$ cat src/rtl/neuron_buffer_swap_controller.sv
// Ping-pong neuron buffer controller: streams one layer out of the read buffer, writes it back
// LAT non-stalled cycles later into the other buffer, then swaps buffer roles.
module neuron_buffer_swap_controller #(
  parameter int A   = 7,
  parameter int LAT = 3
) (
  input  logic         clk,
  input  logic         reset,
  input  logic         start,
  input  logic [A-1:0] lastAddress,
  input  logic         poolIn,
  input  logic         stall,
  input  logic [A-1:0] ioAddress,
  input  logic         ioWrite,
  output logic         readBufferSelect,
  output logic         doPooling,
  output logic [A-1:0] readBuffAddress,
  output logic [A-1:0] writeBuffAddress,
  output logic         nRWrite,
  output logic         nWWrite,
  output logic         busy,
  output logic         done
);

  typedef enum logic [1:0] {IDLE, READ, DRAIN, SWAP} state_t;

  state_t         state;
  logic [A-1:0]   rd_cnt;
  logic [A-1:0]   last_addr;
  logic [LAT-1:0] pipe_vld;
  logic [A-1:0]   pipe_addr [LAT];
  logic           upper_vld;
  logic           drain_done;

  // The pipeline is empty after this edge when only the last stage may hold data and it retires now.
  always_comb begin
    upper_vld = 1'b0;
    for (int i = 0; i < LAT - 1; i++) upper_vld = upper_vld | pipe_vld[i];
    drain_done = !upper_vld && (!pipe_vld[LAT-1] || !stall);
  end

  always_ff @(posedge clk) begin
    if (reset) begin
      state            <= IDLE;
      readBufferSelect <= 1'b0;
      doPooling        <= 1'b0;
      pipe_vld         <= '0;
      rd_cnt           <= '0;
      last_addr        <= '0;
    end else begin
      if (!stall) begin
        for (int i = LAT - 1; i > 0; i--) pipe_vld[i] <= pipe_vld[i-1];
        pipe_vld[0] <= (state == READ);
      end
      case (state)
        IDLE: if (start) begin
          state     <= READ;
          rd_cnt    <= '0;
          last_addr <= lastAddress;
          doPooling <= poolIn;
        end
        READ: if (!stall) begin
          if (rd_cnt == last_addr) state <= DRAIN;
          else rd_cnt <= rd_cnt + A'(1);
        end
        DRAIN: if (drain_done) state <= SWAP;
        SWAP: begin
          state            <= IDLE;
          readBufferSelect <= ~readBufferSelect;
        end
        default: state <= IDLE;
      endcase
    end
  end

  // Address stages carry no reset; only the valid bits qualify them.
  always_ff @(posedge clk) begin
    if (!stall) begin
      for (int i = LAT - 1; i > 0; i--) pipe_addr[i] <= pipe_addr[i-1];
      pipe_addr[0] <= rd_cnt;
    end
  end

  assign readBuffAddress  = (state == IDLE) ? ioAddress : rd_cnt;
  assign nRWrite          = (state == IDLE) && ioWrite;
  assign writeBuffAddress = pipe_addr[LAT-1];
  assign nWWrite          = pipe_vld[LAT-1] && !stall;
  assign busy             = (state != IDLE);
  assign done             = (state == SWAP);

endmodule

$ cat config.mk
export PLATFORM = sky130hd
export DESIGN_NAME = neuron_buffer_swap_controller
export DESIGN_NICKNAME = d
export VERILOG_FILES = /design/src/rtl/neuron_buffer_swap_controller.sv
export SDC_FILE = /design/constraint.sdc
export NUM_CORES = 1
export LEC_CHECK = 0
export ABC_CLOCK_PERIOD_IN_PS = 3350
export CORE_MARGIN = 2
export CORE_UTILIZATION = 45
export DETAILED_ROUTE_END_ITERATION = 10
export HOLD_SLACK_MARGIN = 0.06
export PLACE_DENSITY = 0.72
export SLEW_MARGIN = 20
export SYNTH_ARGS = -nofsm -noshare
export SYNTH_HDL_FRONTEND = slang
export SYNTH_SLANG_ARGS = --single-unit
$ cat constraint.sdc
create_clock -name clk -period 3.35 [get_ports clk]
set_clock_uncertainty 0.05 [all_clocks]
set_input_delay 1.005 -clock clk [delete_from_list [all_inputs] [get_ports clk]]
set_output_delay 1.005 -clock clk [all_outputs]
set_load 0.05 [all_outputs]
==> out/qor_table.md <==
| Group | Quantity | Value |
| --- | --- | --- |
| routing | Initial DRT Pass Iterations | 4 |
| synthesis | Leading register cell type out of synthesis | edfxtp_1 |
| clock network | Maximum buffer depth of the clock tree | 2 |
| hold path | Startpoint of the tightest hold check path | pipe_addr[0][11] |
| grt | Total overflow reported by the global router | 0 |
| floorplanning | Vertical die dimension | 69.1 um |
| worst setup path | Critical path start-end classification | flip-flop to primary output |
| worst setup path | Required time reported for the critical path endpoint | 2.29 ns |
| floorplanning | Die area | 4780 um2 |
| worst setup path | Crit-path leading delay family | buffers and inverters |
| routing | Vias | 1299 |
| synthesis | Distinct cell type count of the synthesized netlist | 37 |
| clock network | Resized Gates After CTS | 0 |
| synthesis | Number of nets produced by synthesis | 195 |
| timing | Hold violation count in the final report | 0 |
| worst setup path | Ordered cell list for the critical path | inv_1, ha_1, inv_1, clkdlybuf4s50_1 |
| worst setup path | Launching element type of the critical path | flip-flop |
| timing | Period utilization | 0.920 |
| final layout | Layout Cell Area excl Fill | 2450 um2 |
| final layout | Diode count | 0 |
| routing | Final wirelength | 3.30 mm |
| clock network | Number of setup buffers added after CTS | 0 |
| timing | Clock period minus final worst setup slack | 3.08 ns |
| place | Routability congestion estimate from global placement | 0.774 |
| place | DP Worst Slack | 0.416 ns |
| timing | Unrepaired setup endpoints after global routing | false |
| worst setup path | Crit path arrival time | 2.03 ns |
| timing | Final number of setup-violating endpoints | 0 |
| routing | Remaining antenna violation count | 0 |
| job | Total of max-cap violations | 0 |
| grt | Largest net degree at the start of global routing | 22 |
| floorplanning | Core ar. | 4030 um2 |
| place | Number of cells after detailed placement | 246 |
| timing | Relative slew margins | 0.496 |
| worst setup path | Highest net fanout along the worst path | 13 |
| synthesis | Leading area contributor after synthesis | edfxtp_1 |
| synthesis | Top cells by area in the synthesized netlist | edfxtp_1, dfxtp_1, mux2_2 |
| timing | Worst Slack Setup Final | 0.268 ns |
| power | Peak VDD IR | 0.000434 V |
| grt | Global-route usage over all layers | 0.148 |
| final layout | Utilization after layout | 0.608 |
| clock network | CTS tree | built |
| synthesis | Number of flops mapped to enable cells by yosys | 21 |
| clock network | Clock buffers created by TritonCTS | 5 |
| worst setup path | Worst Setup End Kind | primary output |
| hold path | Path category of the worst min-delay check | flip-flop to flip-flop |
| worst setup path | Highest-delay cell along the critical path | clkdlybuf4s50_1 |
| worst setup path | Source of the worst register-to-register timing path | state[0] |
| routing | Mean routed wirelength per cell | 13.0 um |
| timing | Hold slack | 0.376 ns |
| clock network | # clock sinks | 42 |
| final layout | Number of fill cells in the layout | 324 |
| routing | Post-route DRC violation count | 0 |
| timing | Final total negative setup slack | 0 ns |
| synthesis | Yosys synthesis warning count | 0 |
| routing | Initial DRC count | 89 |
| floorplanning | Horizontal die dimension | 69.1 um |
| timing | Max Slew Vio Count | 0 |
| grt | Number of global-route vias before repair | 1270 |
| floorplanning | Placement Rows | 23 |
| synthesis | Fraction of synthesized cell area taken by the top area cell type | 0.330 |
| worst setup path | CP Launch Point | state[0] |
| synthesis | Total of flip-flops plus latches after synthesis | 42 |
| final layout | Area Growth Syn to Fin | 28.4% |
| routing | Number of vias per cell | 5.13 |
| synthesis | Instance count of the mapped netlist | 169 |
| place | Detailed Place HPWL | 2.45 mm |
| synthesis | Mean instance size in the synthesized netlist | 11.3 um2 |
| clock network | CTS HTree Levels | 2 |
| synthesis | Post-Syn Area | 1910 um2 |
| clock network | Cts-stage hold buffer count | 0 |
| floorplanning | Starting Density | 0.474 |
| power | Total power divided by cell area | 782 nW/um2 |
| final layout | Layout cells sized above 1 | 0.143 |
| final layout | Cell Count, Final, Fillers Out | 253 |
| worst setup path | Most frequent cell on the critical path | inv_1 |
| place | Post-DP Area | 2350 um2 |
| worst setup path | Largest stage delay, worst path | 0.80 ns |
| status | Run status | finished, final reports clean |
| grt | Global-route wire length before repair | 5.67 mm |
| grt | Number of antenna violations at the first check in global routing | 0 |
| timing | Maximum frequency from static timing analysis | 324 MHz |
| power | Design Power | 1.92 mW |
| power | Leakage power of the design | 0.908 nW |
| clock network | Clock latency on the worst-skew pair | 0.29 ns |
| final layout | Final nets | 229 |
| worst setup path | Buf/Inv on CP | 3 |
| floorplanning | I/O pin count | 40 |
| clock network | Root Driver | clkbuf_8 |
| synthesis | Async set-or-reset flop fraction in the synthesized netlist | 0 |
| timing | Worst Max-Slew Pin Slew | 0.755 ns |
| synthesis | Sequential-to-total area share from yosys stat | 0.550 |
| place | Port Buffers | 39 |
| clock network | Clock-pin slew on the worst setup and hold paths | 0.07 ns |
## power breakdown
group,leakage [nW],internal (mW),switching [mW],total [mW]
Combinational,0.473,0.387,0.512,0.899
Clock,0.0517,0.215,0.162,0.378
Sequential,0.383,0.598,0.0412,0.639
## final timing paths
path	to	slack [ns]	cells past startpoint
worst max register to register	rd_cnt[6]	0.90	8
worst min register to register	pipe_addr[0][18]	0.38	0
worst min-delay path	pipe_addr[0][18]	0.38	0
worst max-delay path	busy	0.27	4
## per-layer routing
layer	GRT usage	share of wire	vias up
met5	0	0	-
met4	0.0588	0.019	0
met3	0.0585	0.058	7
met2	0.252	0.50	37
met1	0.166	0.42	599
li1	-	-	656
## cells by family (layout without fill, tap and decap cells)
kind of cell	Yosys count	count (layout)	synth area share
fa+ha+maj	6	6	0.0393
flops	42	42	0.550
xor+xnor	8	8	0.0367
mux	11	11	0.0623
compound gates	23	23	0.0773
buf+inv	21	55	0.0799
simple gates	58	58	0.154
## flip-flops by register name, indices dropped and copies added (netlist names)
register / count
readBufferSelect: 1
pipe_vld: 3
pipe_addr: 21
doPooling: 1
rd_cnt: 7
last_addr: 7
state: 2
## worst reg2reg max path: stages (launching register included)
cell      delay (ns)
dfxtp_1         0.35
inv_1           0.11
ha_1            0.40
buf_4           0.26
nor2_1          0.08
a211oi_2        0.21
o21ai_2         0.19
or4b_1          0.55
a31oi_1         0.18
## synth_stat cells, types with 2 or more instances
master and count:
a31oi_1 4, nor2_1 6, ha_1 6, inv_1 5, buf_4 8, or4b_1 3
nor2b_1 2, nand3_1 15, mux2_2 7, buf_6 3, dfxtp_1 21, nand4_1 2
nand2_1 21, clkbuf_1 2, edfxtp_1 21, mux2i_1 4, or2_1 2, a21oi_1 11
xnor2_1 8
## cells in the final DEF (no fill, tap or decap), types with 2 or more instances in the layout
cell and count:
nand4_1 2, buf_4 4, edfxtp_1 21, clkdlybuf4s50_1 30, xnor2_1 8, dfxtp_1 21, mux2i_1 4, or4b_1 3
ha_1 6, a31oi_1 4, nand3_1 15, nand2_1 21, a21oi_1 11, buf_12 9, mux2_2 7, nor2b_1 2
or2_1 2, clkbuf_8 5, nor2_1 6, inv_1 5
## layout make-up
cell class	instances	area [um2]	share of cell area
Clock inverter	2	33.8	0.0138
Multi-Input combinational cell	106	706	0.288
Sequential cell	42	1050	0.429
Tap cell	50	62.6	0.0255
Inverter	5	18.8	0.00766
Timing Repair Buffer	43	510	0.208
Clock buffer	5	68.8	0.0281
(Power assumes the default switching activity.)
==> RTL change, RTL diff (config.mk and constraints unchanged) <==
Make the reset (`reset`) asynchronous in one clocked block.
--- a/src/rtl/neuron_buffer_swap_controller.sv
+++ b/src/rtl/neuron_buffer_swap_controller.sv
@@ -39,7 +39,7 @@
     drain_done = !upper_vld && (!pipe_vld[LAT-1] || !stall);
   end
 
-  always_ff @(posedge clk) begin
+  always_ff @(posedge clk or posedge reset) begin
     if (reset) begin
       state            <= IDLE;
       readBufferSelect <= 1'b0;
Formal check against the unedited RTL: differs if reset is asserted again (counterexample within 4 cycles, from zero or initial values and one cycle with reset high); with reset held inactive, the same outputs for 10 cycles.
==> RTL change against the original RTL <==
- sequential share of layout area rose by 3.1 points
- synthesized area rose by 0.20%
- worst setup slack better by 110 ps
- final area is 2.7% higher
- sequential cell count stayed put
- wire length grew 6.8%
- total power grew 26%
- largest cell class unchanged
- clock power increased by 2%
- global-route usage rose by 1.1 points
- combinational power increased by 32%
==> RTL change: results (changes against the original RTL) <==
Run status
  – Status: completed

Global routing
  – Met1 Usage GRT: 17.9% (+1.4 points)
  – GR Util met3: 5.09% (-0.76 points)
  – Vias in the first global route: 1264 (-0.47%)
  – First-pass GRT wire length: 5870 microns (+3.4%)
  – Routing usage on met2: 28.0% (+2.8 points)

Logic synthesis
  – Async SR Flop Fraction: 50.0% (+50 points)
  – Synth cell count leaders: dfrtp_1, edfxtp_1, mux2_2
  – Post-synthesis compound-gate area fraction: 7.78% (+0.050 points)
  – Mux share of post-synthesis cell area: 11.2% (+5.0 points)
  – Synth cell types: 35 (-5.4%)
  – Combinational family with the most area after synthesis: multiplexers
  – Synth Area in Adders: 3.92% (-0.0077 points)
  – Post-Synth XOR/XNOR Area: 3.66% (-0.0072 points)
  – Top area cells in the synthesized netlist: edfxtp_1, dfrtp_1, mux2_2
  – Seq/Total Area, Yosys: 60.4% (+5.4 points)
  – Synth Net Count: 167 (-14%)

Placement
  – Hpwl dp: 2610 microns (+6.5%)
  – RePlAce Congestion: 0.840 (+8.6%)
  – Dpl cell area: 2410 sq um (+2.5%)

Setup path
  – Worst R2R Path Depth: 6 (-2)
  – Crit-path max FO: 4 (-9)
  – Setup crit start: state[0]
  – Worst r2r dst: state[1]
  – Critical path arrival: 1910 ps (-120 ps)

Power
  – Max VDD drop: 0.465 mV (+7.0%)

Drt
  – WL met3: 185 microns (-3.6%)
  – DR WL/cell: 15.3 microns (+17%)
  – Routed wl met2: 1860 microns (+12%)
  – DR vias: 1223 (-5.9%)
  – 1st-iter DRT viols: 100 (+12%)

Timing
  – Fin Hold WS: 370 ps (-5.88 ps)

Cells and area
  – Fillcell total: 314 (-3.1%)
  – Nets: 205 (-10%)
==> RTL change: layout make-up <==
type                    count  area share, %
flip-flops and latches     42           45.9
clock buffers               5           2.73
well taps                  50           2.49
repair buffers             41           19.7
clock inverters             3           1.59
inverters                   7           1.04
multi-input cells          82           26.5
==> RTL change: stage by stage <==
step / total power, W / instances / worst slack (ps)
after CTS: 0.00243 / 230 / 364
after global routing: 0.00254 / 230 / 286
after detailed placement: 0.00204 / 222 / 401
after floorplan: 0.00160 / 141 / 307
after global placement: 0.00198 / 222 / 415
final: 0.00241 / 230 / 382
==> RTL change: worst max-delay path: cells and delay by family, from the launching register on <==
family     cells  cell delay (ps)
fa+ha+maj      1              220
buf+inv        3             1010
flops          1              390
==> RTL change: where the power goes <==
part | total, W | internal, W | switching (W)
combinational | 0.00119 | 0.000545 | 0.000643
clock | 0.000386 | 0.000219 | 0.000167
sequential | 0.000837 | 0.000708 | 0.000129
